$ cat config.mk
export PLATFORM = sky130hd
export DESIGN_NAME = apb3_requester_sequencer
export DESIGN_NICKNAME = d
export VERILOG_FILES = /design/src/rtl/apb3_requester_sequencer.sv
export SDC_FILE = /design/constraint.sdc
export NUM_CORES = 1
export LEC_CHECK = 0
export ABC_CLOCK_PERIOD_IN_PS = 2400
export CORE_MARGIN = 2
export CORE_UTILIZATION = 40
export DETAILED_ROUTE_END_ITERATION = 16
export PLACE_DENSITY_LB_ADDON = 0.08
export SLEW_MARGIN = 20
export SYNTH_ARGS = -nofsm -noshare
export SYNTH_HDL_FRONTEND = slang
export SYNTH_SLANG_ARGS = --single-unit
$ cat constraint.sdc
create_clock -name clk -period 2.4 [get_ports clk]
set_input_delay 0.48 -clock clk [delete_from_list [all_inputs] [get_ports clk]]
set_output_delay 0.48 -clock clk [all_outputs]
set_load 0.005 [all_outputs]
$ cat src/rtl/apb3_requester_sequencer.sv
// ---------------------------------------------------------------------------
// apb3_requester_sequencer
//
// APB3 requester engine. Each start_transaction pulse launches a burst of
// Back2BackNum back-to-back transfers at incrementing slot addresses. Write
// bursts drive the pattern DataSeed + slot. Read bursts compare the returned
// data against the same pattern. Independent write and read slot indices wrap
// after SlotsNum slots, so reads revisit slots in the order they were written.
//
// Ports:
//   clk, resetn         clock, synchronous active-low reset
//   start_transaction   single-cycle burst request (ignored while busy)
//   write_mode          1 = write burst, 0 = read burst; sampled with start
//   paddr/psel/penable/pwrite/pwdata   registered APB3 request outputs
//   prdata/pready/pslverr              APB3 completer response
//   busy                burst in progress
//   overrun             sticky flag: start seen while busy
//   mismatch_count      saturating count of read-compare failures
//   slverr_count        saturating count of transfers completed with pslverr
//   timeout_count       saturating count of transfers aborted on timeout
// ---------------------------------------------------------------------------
module apb3_requester_sequencer #(
  parameter int unsigned             AddressWidth  = 20,
  parameter int unsigned             DataWidth     = 32,
  parameter logic [AddressWidth-1:0] BaseAddress   = '0,
  parameter int unsigned             AddrStride    = 4,
  parameter int unsigned             SlotsNum      = 16,
  parameter int unsigned             Back2BackNum  = 2,
  parameter logic [DataWidth-1:0]    DataSeed      = 32'hA5A5_0000,
  parameter int unsigned             TimeoutCycles = 16
) (
  input  logic                    clk,
  input  logic                    resetn,
  input  logic                    start_transaction,
  input  logic                    write_mode,
  output logic [AddressWidth-1:0] paddr,
  output logic                    psel,
  output logic                    penable,
  output logic                    pwrite,
  output logic [DataWidth-1:0]    pwdata,
  input  logic [DataWidth-1:0]    prdata,
  input  logic                    pready,
  input  logic                    pslverr,
  output logic                    busy,
  output logic                    overrun,
  output logic [15:0]             mismatch_count,
  output logic [15:0]             slverr_count,
  output logic [15:0]             timeout_count
);

  localparam int unsigned IdxWidth  = (SlotsNum > 1)      ? $clog2(SlotsNum)      : 1;
  localparam int unsigned BeatWidth = (Back2BackNum > 1)  ? $clog2(Back2BackNum)  : 1;
  localparam int unsigned WaitWidth = (TimeoutCycles > 1) ? $clog2(TimeoutCycles) : 1;

  typedef enum logic [1:0] {IDLE, SETUP, ACCESS} state_t;

  state_t                state, state_next;
  logic                  mode_write;       // direction latched at burst start
  logic [BeatWidth-1:0]  beat;
  logic [WaitWidth-1:0]  wait_cnt;         // ACCESS cycles seen with pready low
  logic [IdxWidth-1:0]   wr_idx, rd_idx;

  logic                  xfer_done;        // transfer ends this edge (ready or timeout)
  logic                  timed_out;
  logic                  last_beat;
  logic [IdxWidth-1:0]   cur_idx, idx_inc, setup_idx;
  logic                  setup_write;
  logic [DataWidth-1:0]  expected_data;

  function automatic logic [15:0] sat_inc(input logic [15:0] v);
    return (v == 16'hFFFF) ? v : v + 16'd1;
  endfunction

  assign cur_idx       = mode_write ? wr_idx : rd_idx;
  assign idx_inc       = (cur_idx == IdxWidth'(SlotsNum - 1)) ? '0 : cur_idx + IdxWidth'(1);
  assign last_beat     = (beat == BeatWidth'(Back2BackNum - 1));
  assign expected_data = DataSeed + DataWidth'(cur_idx);

  // The slot for the upcoming SETUP: from IDLE it comes from the mode being
  // requested right now; between beats it is the just-advanced index.
  assign setup_write = (state == IDLE) ? write_mode : mode_write;
  assign setup_idx   = (state == IDLE) ? (write_mode ? wr_idx : rd_idx) : idx_inc;

  always_ff @(posedge clk) begin
    if (!resetn) state <= IDLE;
    else         state <= state_next;
  end

  always_comb begin
    // NOTE: every signal driven here gets a default first; a path that left one
    // unassigned would infer a latch.
    state_next = state;
    xfer_done  = 1'b0;
    timed_out  = 1'b0;
    case (state)
      IDLE:   if (start_transaction) state_next = SETUP;
      SETUP:  state_next = ACCESS;
      ACCESS: begin
        if (pready) begin
          xfer_done = 1'b1;
        end else if (wait_cnt == WaitWidth'(TimeoutCycles - 1)) begin
          xfer_done = 1'b1;
          timed_out = 1'b1;
        end
        if (xfer_done) state_next = (timed_out || last_beat) ? IDLE : SETUP;
      end
      default: state_next = IDLE;
    endcase
  end

  // APB outputs are registered from the next state so they never glitch.
  always_ff @(posedge clk) begin
    if (!resetn) begin
      psel           <= 1'b0;
      penable        <= 1'b0;
      pwrite         <= 1'b0;
      paddr          <= '0;
      pwdata         <= '0;
      busy           <= 1'b0;
      overrun        <= 1'b0;
      mode_write     <= 1'b0;
      beat           <= '0;
      wait_cnt       <= '0;
      wr_idx         <= '0;
      rd_idx         <= '0;
      mismatch_count <= '0;
      slverr_count   <= '0;
      timeout_count  <= '0;
    end else begin
      // NOTE: state updates use non-blocking assignments so every register
      // here samples pre-edge values, independent of statement order.
      psel    <= (state_next != IDLE);
      penable <= (state_next == ACCESS);
      busy    <= (state_next != IDLE);

      if (state == IDLE && start_transaction) begin
        mode_write <= write_mode;
        beat       <= '0;
      end
      if (state != IDLE && start_transaction) overrun <= 1'b1;

      if (state_next == SETUP) begin
        paddr  <= BaseAddress + AddressWidth'(setup_idx) * AddressWidth'(AddrStride);
        pwrite <= setup_write;
        pwdata <= setup_write ? DataSeed + DataWidth'(setup_idx) : '0;
      end

      if (state == SETUP)                    wait_cnt <= '0;
      else if (state == ACCESS && !xfer_done) wait_cnt <= wait_cnt + WaitWidth'(1);

      if (xfer_done) begin
        if (mode_write) wr_idx <= idx_inc;
        else            rd_idx <= idx_inc;
        beat <= beat + BeatWidth'(1);
        if (timed_out) begin
          timeout_count <= sat_inc(timeout_count);
        end else begin
          if (pslverr) slverr_count <= sat_inc(slverr_count);
          if (!mode_write && prdata != expected_data)
            mismatch_count <= sat_inc(mismatch_count);
        end
      end
    end
  end

endmodule

# [Yosys cells after proc, flatten, opt, wreduce, memory -nomap -nowiden]
# Cells that the tools add are included.
[word_totals] register_bits=104 word_cells=75
[classes] addsub=8 n_reduce_logical=17 n_eq_ne=10 mux=19 n_bitwise=6
[op_table] op="32-bit by 4-bit adder with 32-bit output, first input constant" count=2
[op_table] op="16-bit by 1-bit adder with 16-bit output, second input constant" count=3
[op_table] op="16-bit == test, second input constant" count=3
[op_table] op="32-bit two-way mux" count=1
[op_table] op="32-bit inequality test" count=1
[op_table] op="4-bit two-way mux" count=4
[op_table] op="1-bit two-way mux" count=11
[op_table] op="4-bit by 1-bit adder with 4-bit output, second input constant" count=2
[op_table] op="4-bit == test, second input constant" count=2
[op_table] op="4-bit AND reduction" count=2
[op_table] op="1-bit NOT" count=6
[op_table] op="2-bit case mux with 3 select lines" count=1
[op_table] op="2-bit nonzero test" count=3
[op_table] op="2-bit by 1-bit == test with 1-bit output, second input constant" count=2
[op_table] op="2-bit == test, second input constant" count=2
[op_table] op="1-bit logical AND" count=4
[op_table] op="2-bit two-way mux" count=2
[op_table] op="2-bit AND reduction" count=2
[op_table] op="3-bit AND reduction" count=1
[op_table] op="1-bit logical NOT" count=2
[op_table] op="2-bit logical NOT" count=1
[op_table] op="2-bit OR reduction" count=1
[op_table] op="1-bit adder, second input constant" count=1
[op_table] op="1-bit logical OR" count=1

# [Depth between registers and ports, before layout]
# Gate-level depths: netlist of the first run.
[depth] depth_word=9 depth_mapped=10

# [Worst setup path before layout of the first run]
# No wires, ideal clock.
[synth_path] path_kind="reg-to-reg" start="register mode_write" end="register pwdata[3]" stages_incl_launch_ff=11 required_time_ps=2329 arrival_ps=2064 setup_time_ps=71 setup_slack_ps=266 synth_period_minus_slack_ps=2134 path_cell_list="dfxtp_1 buf_6 mux2i_1 inv_1 ha_1 inv_1 o211ai_1 nand3_2 nor2_2 or4_1 a21oi_1"
[synth_via] elab_chain_cells=6 word_cells_on_any_way=8 cone_classes="2 x add/sub; 1 x eq/ne; 5 x mux"
[synth_lines] item="start: declaration" line="58" text="logic mode_write;"
[synth_lines] item="start signal: assignment" line="137" text="mode_write <= write_mode;"
[synth_lines] item="4-bit two-way mux" line="74" text="assign cur_idx = mode_write ? wr_idx : rd_idx;"
[synth_lines] item="4-bit by 1-bit adder with 4-bit output / 4-bit == test (equally long branches)" line="75" text="assign idx_inc = (cur_idx == IdxWidth'(SlotsNum - 1)) ? '0 : cur_idx + IdxWidth'(1);"
[synth_lines] item="4-bit two-way mux" line="75"
[synth_lines] item="4-bit two-way mux" line="82" text="assign setup_idx = (state == IDLE) ? (write_mode ? wr_idx : rd_idx) : idx_inc;"
[synth_lines] item="32-bit by 4-bit adder with 32-bit output" line="145" text="pwdata <= setup_write ? DataSeed + DataWidth'(setup_idx) : '0;"
[synth_lines] item="32-bit two-way mux (*)" line="145"
[synth_lines] item="end signal: assignment" line="145"
[synth_lines] item="end: declaration" line="40" text="output logic [DataWidth-1:0] pwdata,"
# Mark *: on every way between the ends. The rest lies on a longest branch, timed or not.
# A chain may end at the register's enable or synchronous reset.

# [Final worst setup path of the first run]
# Same ends and word-level chain as after synthesis.

==> results by group, run 1 <==
Critical path
  – Data required time of the critical path: between 2000 and 3000 ps
  – R2R setup slack: 150 ps
  – Crit path arrival time: 2530 ps
  – Type of destination of the critical path: register
  – Largest driver fanout on the critical path: 7
  – Slowest stage cell, crit path: or4_1
  – Cell family with the largest share of critical-path delay: simple AND/OR/NAND/NOR gates
  – Buffers & Inverters on Critical Path: 0
  – Most common cell type on the critical path: or4_1
  – CP Cell Sequence: mux2_2 -> or4_1 -> nand3_2 -> nor2_2 -> or4_1 -> a21oi_1
  – Element type at the critical path start: register
  – Path type of the worst setup path: register to register
  – Delay of the slowest cell on the worst path: 510 ps

Logic synthesis
  – Netlist area before placement: around 0.0040 sq mm
  – Number of warnings printed during yosys synthesis: 0
  – FF+latch count, synth: 76
  – Most numerous cell in the Yosys netlist: dfxtp_1
  – Synth top area cells: dfxtp_1 (38%), buf_4 (8.4%), nor2_1 (5.3%)
  – Most frequent cells after synthesis: dfxtp_1 (76), nor2_1 (57), buf_4 (45)
  – Post-synth EDFFs: 0
  – Async SR Flop Fraction: 0%
  – Main flop type after synthesis: dfxtp_1
  – Gate count after technology mapping: 478
  – Portion of the post-synthesis area used by sequential elements: 37.82%
  – Fraction of post-synthesis cell area in the top cell type by area: 37.82%
  – Yosys cell types: 45
  – Post-Syn Area per Cell: 8.415 sq um
  – Post-synth top area cell: dfxtp_1

Routing
  – Number of vias per cell: 4.942
  – Drt initial violations: between 90 and 100
  – First-pass iteration count of the detailed router: 4
  – Post-route ant nets: 0
  – Overall routed net length: 9.491 mm
  – Wire length per cell: 13.04 um
  – Number of vias in the routed layout: 3598
  – Remaining routing DRC violations: 0

Power
  – Switching part of the total: 26.33%
  – Worst supply voltage drop on vdd: 0.3423 mV
  – Cell area power density: 472.8 mW/mm^2
  – Internal Dissipation: 1859 uW
  – Part of the power in the clock network: 36.5%
  – Pleak: 0.001951 uW
  – Part of the total power dissipated in combinational logic: 11.8%
  – Share of total power in sequential cells: 51.7%
  – Switching power: 664.5 uW

Finish
  – Core Util, Final: 54.61%
  – Layout overhead on the synthesized area: 32.69%
  – Share of layout cells above drive strength 1: 7.731%
  – Number of antenna cells inserted: 0
  – Number of inserted filler cells in the final layout: 957
  – Final instance area: about 0.0053 sq mm
  – Count of non-filler cells in the finished layout: 728
  – Number of nets in the layout: 633

Die
  – Starting Density: 41.15%
  – Total die area: 0.01087 sq mm
  – Height of the die: 104.3 um
  – Area of the core region: 0.009774 sq mm
  – Cell Rows: 36
  – Horizontal extent of the die: between 100 and 150 um
  – I/O pins: 143

Timing
  – Final clock period utilization by the worst path: 93.70%
  – Layout Skew: 5.799 ps
  – Endpoints failing setup: 0
  – Unrepaired setup endpoints after global routing: no
  – Worst-case hold slack: between 400 and 500 ps
  – Max Freq: 444.7 MHz
  – Period minus WS final: about 2200 ps
  – Final hold vios: 0
  – Max Transition Viols Final: 0
  – Worst-Margin Slew: 624.6 ps
  – Rel. slew slack: about 58%

Global routing
  – Maximum number of pins on one net before global-route repair: 30
  – Initial antenna violation count: 0
  – Global routing usage summed across all routing layers: 17.45%
  – Global-route wire length before repair: ~16 mm
  – Final global-route overflow total: 0
  – Vias in the first global route: 3298

Run
  – Max Cap Viol: 0

Placed design
  – Routability Congestion: 0.8307
  – Number of cells in the design after placement: between 700 and 800
  – Post-Place Cell Area: 0.005135 sq mm
  – Detailed placer's ending HPWL: 7.112 mm
  – IO Port Bufs: between 100 and 150

Clock network
  – Hold buffers post-CTS: 0
  – Inserted Clock Buffers: 9
  – Clock tree root buffer cell: clkbuf_8
  – Clock tree buffer depth: 2
  – TritonCTS clock tree: done
  – Worst skew pair latency: roughly 350 ps
  – Level count of the clock H-tree: 3
  – TritonCTS Sinks: 76
  – Post-CTS clock slew at the launch and capture registers of the worst setup and hold paths: approximately 80 ps

Hold path
  – Hold WC Path Type: register to register

Status
  – Status: completed
-- logic make-up after synthesis --
kind of cell,share of synthesized area (%)
adder cells (fa/ha/maj),1.555
flip-flops,37.82
AO/OA/AOI/OAI,9.861
buffers and inverters,11.38
other,0.09322
AND/OR/NAND/NOR,26.72
XOR/XNOR,8.274
multiplexers,4.292
-- tightest hold or removal path, cell delays in order (launching register included) --
cell,delay [ps]
dfxtp_1,320
inv_1,50
a21oi_1,50
-- cells in the final DEF (no fill, tap or decap), drive strengths merged, types with 2 or more instances in the layout --
master	instances
nand3b	2
and3	9
and4	8
nand4	19
nand2b	8
a41oi	2
a21oi	29
o311ai	3
o21ai	11
nor4	2
clkinv	4
or4	10
mux2	2
nand3	19
nor2b	2
conb	36
mux2i	15
nor3b	2
nor2	58
a31oi	3
dfxtp	76
o211ai	2
nand2	39
or3	5
and2	10
nor4b	4
o31ai	8
xor2	17
clkbuf	10
inv	10
nor3	7
buf	22
clkdlybuf4s50	106
ha	5
o41ai	3
xnor2	21
-- routing by layer --
metal | GRT usage, % | vias to the layer above | wire length [um]
met5 | 0 | - | 0
met4 | 5.598 | 0 | 109
met3 | 4.825 | 8 | 361
met2 | 29.41 | 84 | 4678
met1 | 21.51 | 1683 | 4341
li1 | - | 1823 | -
-- metrics by stage --
| stage | power (uW) | setup TNS (ps) | worst slack, ps |
|---|---|---|---|
| 3_3_place_gp | 1628 | -54.46 | -54.46 |
| 3_5_place_dp | 1632 | -73.26 | -65.99 |
| 2_1_floorplan | 1520 | 0 | 265.7 |
| 4_1_cts | 2569 | 0 | 61.36 |
| 6_report | 2524 | 0 | 151.3 |
| 5_1_grt | 2649 | 0 | 1.533 |
-- worst paths after layout --
| check | from | endpoint | cells past startpoint |
|---|---|---|---|
| worst min-delay path | overrun$_SDFFE_PN0P_ | overrun$_SDFFE_PN0P_ | 2 |
| worst max-delay path | mode_write$_SDFFE_PN0P_ | pwdata[3]$_SDFFE_PN0N_ | 6 |
| worst max register to register | mode_write$_SDFFE_PN0P_ | pwdata[3]$_SDFFE_PN0N_ | 6 |
| worst min register to register | overrun$_SDFFE_PN0P_ | overrun$_SDFFE_PN0P_ | 2 |
-- power groups by stage --
stage | clock network, uW | logic, uW | registers (uW)
final | 921 | 298 | 1300
after floorplan | 0 | 189 | 1330
after global routing | 1010 | 329 | 1310
after global placement | 0 | 295 | 1330
after detailed placement | 0 | 298 | 1330
after CTS | 966 | 299 | 1300
-- registers in the layout, indices dropped and copies added, names as in the netlist --
signal / flops
beat: 1
state: 2
pwdata: 5
busy: 1
wait_cnt: 4
wr_idx: 4
mismatch_count: 16
mode_write: 1
slverr_count: 16
overrun: 1
paddr: 4
timeout_count: 16
penable: 1
rd_idx: 4
-- final cells by class --
type | count | area (sq um) | area share (%)
Multi-Input combinational cell | 366 | 2191 | 41.05
Inverter | 9 | 33.78 | 0.6329
Timing Repair Buffer | 128 | 1239 | 23.21
Clock inverter | 6 | 47.55 | 0.8908
Clock buffer | 10 | 137.6 | 2.579
Sequential cell | 76 | 1523 | 28.53
Tap cell | 133 | 166.4 | 3.118
-- timing repair --
item,CTS,global route
resized for setup,0,4
setup endpoints to repair,0,3
setup buffers,0,0
hold endpoints to repair,0,0
Power figures use the tool's default switching activity.
==> run 2: changes to the inputs <==
--- a/config.mk
+++ b/config.mk
@@ -5,12 +5,11 @@
 export SDC_FILE = /design/constraint.sdc
 export NUM_CORES = 1
 export LEC_CHECK = 0
-export ABC_CLOCK_PERIOD_IN_PS = 2400
-export CORE_MARGIN = 2
+export ABC_CLOCK_PERIOD_IN_PS = 2000
+export CORE_MARGIN = 1.5
 export CORE_UTILIZATION = 40
 export DETAILED_ROUTE_END_ITERATION = 16
 export PLACE_DENSITY_LB_ADDON = 0.08
-export SLEW_MARGIN = 20
 export SYNTH_ARGS = -nofsm -noshare
 export SYNTH_HDL_FRONTEND = slang
 export SYNTH_SLANG_ARGS = --single-unit
==> constraint.sdc (replaced) <==
create_clock -name clk -period 2 [get_ports clk]
set_input_delay 0.4 -clock clk [delete_from_list [all_inputs] [get_ports clk]]
set_output_delay 0.4 -clock clk [all_outputs]
set_load 0.005 [all_outputs]
==> run 2 against run 1 <==
  * Critical path depth up 1
  * Via count up 5.1%
  * Combinational power up 33%
  * Sequential power up 20%
  * The flow now finishes with violations (negative setup slack)
==> results by group, run 2 (same netlist as run 1, synthesis figures left out) <==
Status
  – Status: finished with violations
  – Violated checks: negative setup slack

Timing
  – Final clock period utilization by the worst path: 105.0%
  – Max Freq: 476.3 MHz
  – Layout Skew: 12.79 ps
  – Final hold vios: 0
  – Setup WS post-layout: -99.34 ps
  – Unrepaired setup endpoints after global routing: yes
  – Endpoints failing setup: 8
  – Setup tns final: -285.5 ps
  – Period minus WS final: 2099 ps
  – Worst-case hold slack: 461.8 ps
  – Worst-Margin Slew: 549.3 ps
  – Max Transition Viols Final: 0
  – Rel. slew slack: 62.43%

Power
  – Share of total power in sequential cells: about half
  – Part of the total power dissipated in combinational logic: 13.0%
  – Pleak: 0.002218 uW
  – Worst supply voltage drop on vdd: 0.2672 mV
  – Switching power: 802.4 uW
  – Switching part of the total: a little over a quarter
  – Part of the power in the clock network: 36.0%
  – Internal Dissipation: 2258 uW
  – Cell area power density: ~520 mW/mm^2

Global routing
  – Maximum number of pins on one net before global-route repair: 40
  – Global routing usage summed across all routing layers: 19.53%
  – Global-route wire length before repair: 16.58 mm
  – Vias in the first global route: roughly 3600
  – Final global-route overflow total: 0
  – Initial antenna violation count: 0

Placed design
  – Detailed placer's ending HPWL: approximately 7.4 mm
  – Post-Place Cell Area: 0.005492 sq mm
  – Routability Congestion: 0.8444
  – Setup WS pre-CTS: -320.6 ps
  – IO Port Bufs: ~110

Hold path
  – Hold path start: paddr[5]$_SDFFE_PN0N_
  – Count of cells along the worst hold path: 2
  – Worst Hold End: paddr[5]$_SDFFE_PN0N_
  – Hold WC Path Type: register to register

Critical path
  – Data required time of the critical path: 2280 ps
  – Path type of the worst setup path: register to register
  – FF-to-FF Start: mode_write$_SDFFE_PN0P_
  – Largest driver fanout on the critical path: 6
  – Crit path arrival time: 2380 ps
  – R2R cell count: 7
  – Type of destination of the critical path: register
  – Capture point of the worst reg-to-reg path: pwdata[3]$_SDFFE_PN0N_
  – Element type at the critical path start: register
  – R2R setup slack: -100 ps

Finish
  – Number of nets in the layout: 679
  – Layout overhead on the synthesized area: 45.75%
  – Largest registers: mismatch_count x16, slverr_count x16, timeout_count x16
  – Leading cell types in the layout, fill and taps excluded: clkdlybuf4s50_1 (106), dfxtp_1 (72), buf_4 (61)
  – Area of the multi-input gates: 0.002301 sq mm
  – Combined flip-flop and latch cell area: 0.001529 sq mm
  – Number of inserted filler cells in the final layout: between 900 and 1000
  – Final instance area: just under 0.006 sq mm
  – Commonest non-fill, non-tap cell in the layout: clkdlybuf4s50_1
  – Share of layout cells above drive strength 1: between 10% and 20%
  – Number of antenna cells inserted: 0

Clock network
  – Clock tree buffer depth: 2
  – TritonCTS Sinks: 76
  – Post-CTS clock slew at the launch and capture registers of the worst setup and hold paths: around 90 ps
  – Inserted Clock Buffers: 9
  – Worst skew pair latency: around 350 ps
  – Clock tree root buffer cell: clkbuf_8
  – TritonCTS clock tree: done
  – Setup bufs post-CTS: 0
  – Level count of the clock H-tree: 3

Die
  – Total die area: 0.01067 sq mm
  – Cell Rows: 36
  – Starting Density: around two fifths
  – Height of the die: 103.3 um
  – Horizontal extent of the die: 103.3 um
  – Area of the core region: 0.009774 sq mm
  – I/O pins: 143

Routing
  – Metal3 WL: around 410 um
  – First-pass iteration count of the detailed router: 4
  – Met1 Routed Length: 4.554 mm
  – Drt initial violations: 131
  – Number of vias in the routed layout: between 3000 and 4000
  – Wire length per cell: 13.09 um
  – Number of vias per cell: 4.886
  – Highest routed layer: met4
  – Post-route ant nets: 0
  – Met2 Wirelength: approximately 5 mm
  – Remaining routing DRC violations: 0
  – Overall routed net length: 10.13 mm

Run
  – Max Cap Viol: 0
-- run 2: layout make-up --
type | count | share of cell area, %
multi-input cells | 366 | 39.24
clock inverters | 6 | 0.8109
inverters | 9 | 0.5762
flip-flops and latches | 76 | 26.08
well taps | 133 | 2.838
clock buffers | 10 | 2.347
repair buffers | 174 | 28.11
-- run 2: critical path, stage by stage, from the launching register on --
cell and delay (ps):
dfxtp_4 390, buf_6 130, mux2i_4 190, or4_4 540, nand3_2 110, nor2_2 50, or4_4 520, a21oi_2 120
-- run 2: per-layer routing --
metal | GRT usage (%) | vias up
met1 | 24.88 | 1748
met4 | 7.380 | 0
li1 | - | 1914
met2 | 33.45 | 106
met5 | 0 | -
met3 | 2.957 | 14
-- run 2: worst max-delay path by stage --
| stage | end | slack (ps) | startpoint | depth (start not counted) |
|---|---|---|---|---|
| final | pwdata[3]$_SDFFE_PN0N_ | -100 | mode_write$_SDFFE_PN0P_ | 7 |
| after global routing | pwdata[3]$_SDFFE_PN0N_ | -170 | mode_write$_SDFFE_PN0P_ | 7 |
| after CTS | pwdata[3]$_SDFFE_PN0N_ | -110 | mode_write$_SDFFE_PN0P_ | 7 |
| after detailed placement | timeout_count[13]$_SDFFE_PN0P_ | -320 | pready | 8 |
| after global placement | timeout_count[15]$_SDFFE_PN0P_ | -280 | pready | 8 |
| after floorplan | pwdata[3]$_SDFFE_PN0N_ | -40 | mode_write$_SDFFE_PN0P_ | 6 |
-- run 2: what timing repair did --
item	4_1_cts	5_1_grt
endpoints found under the setup margin	11	28
pin swaps	5	8
gates resized for setup	15	28
hold buffers	0	0
cloned	2	0
-- run 2: power by group through the flow --
stage / combinational (uW) / sequential [uW] / clock, uW
2_1_floorplan: 228 / 1600 / 0
3_3_place_gp: 381 / 1600 / 0
3_5_place_dp: 383 / 1600 / 0
4_1_cts: 391 / 1560 / 1130
5_1_grt: 438 / 1570 / 1190
6_report: 397 / 1560 / 1100
-- run 2: metrics by stage --
stage                     utilization (%)  power [uW]  instances
final                               59.98        3061        774
after global routing                59.98        3192        774
after CTS                           59.26        3087        774
after detailed placement            56.18        1982        756
after global placement              56.18        1978        756
after floorplan                         -        1826        513
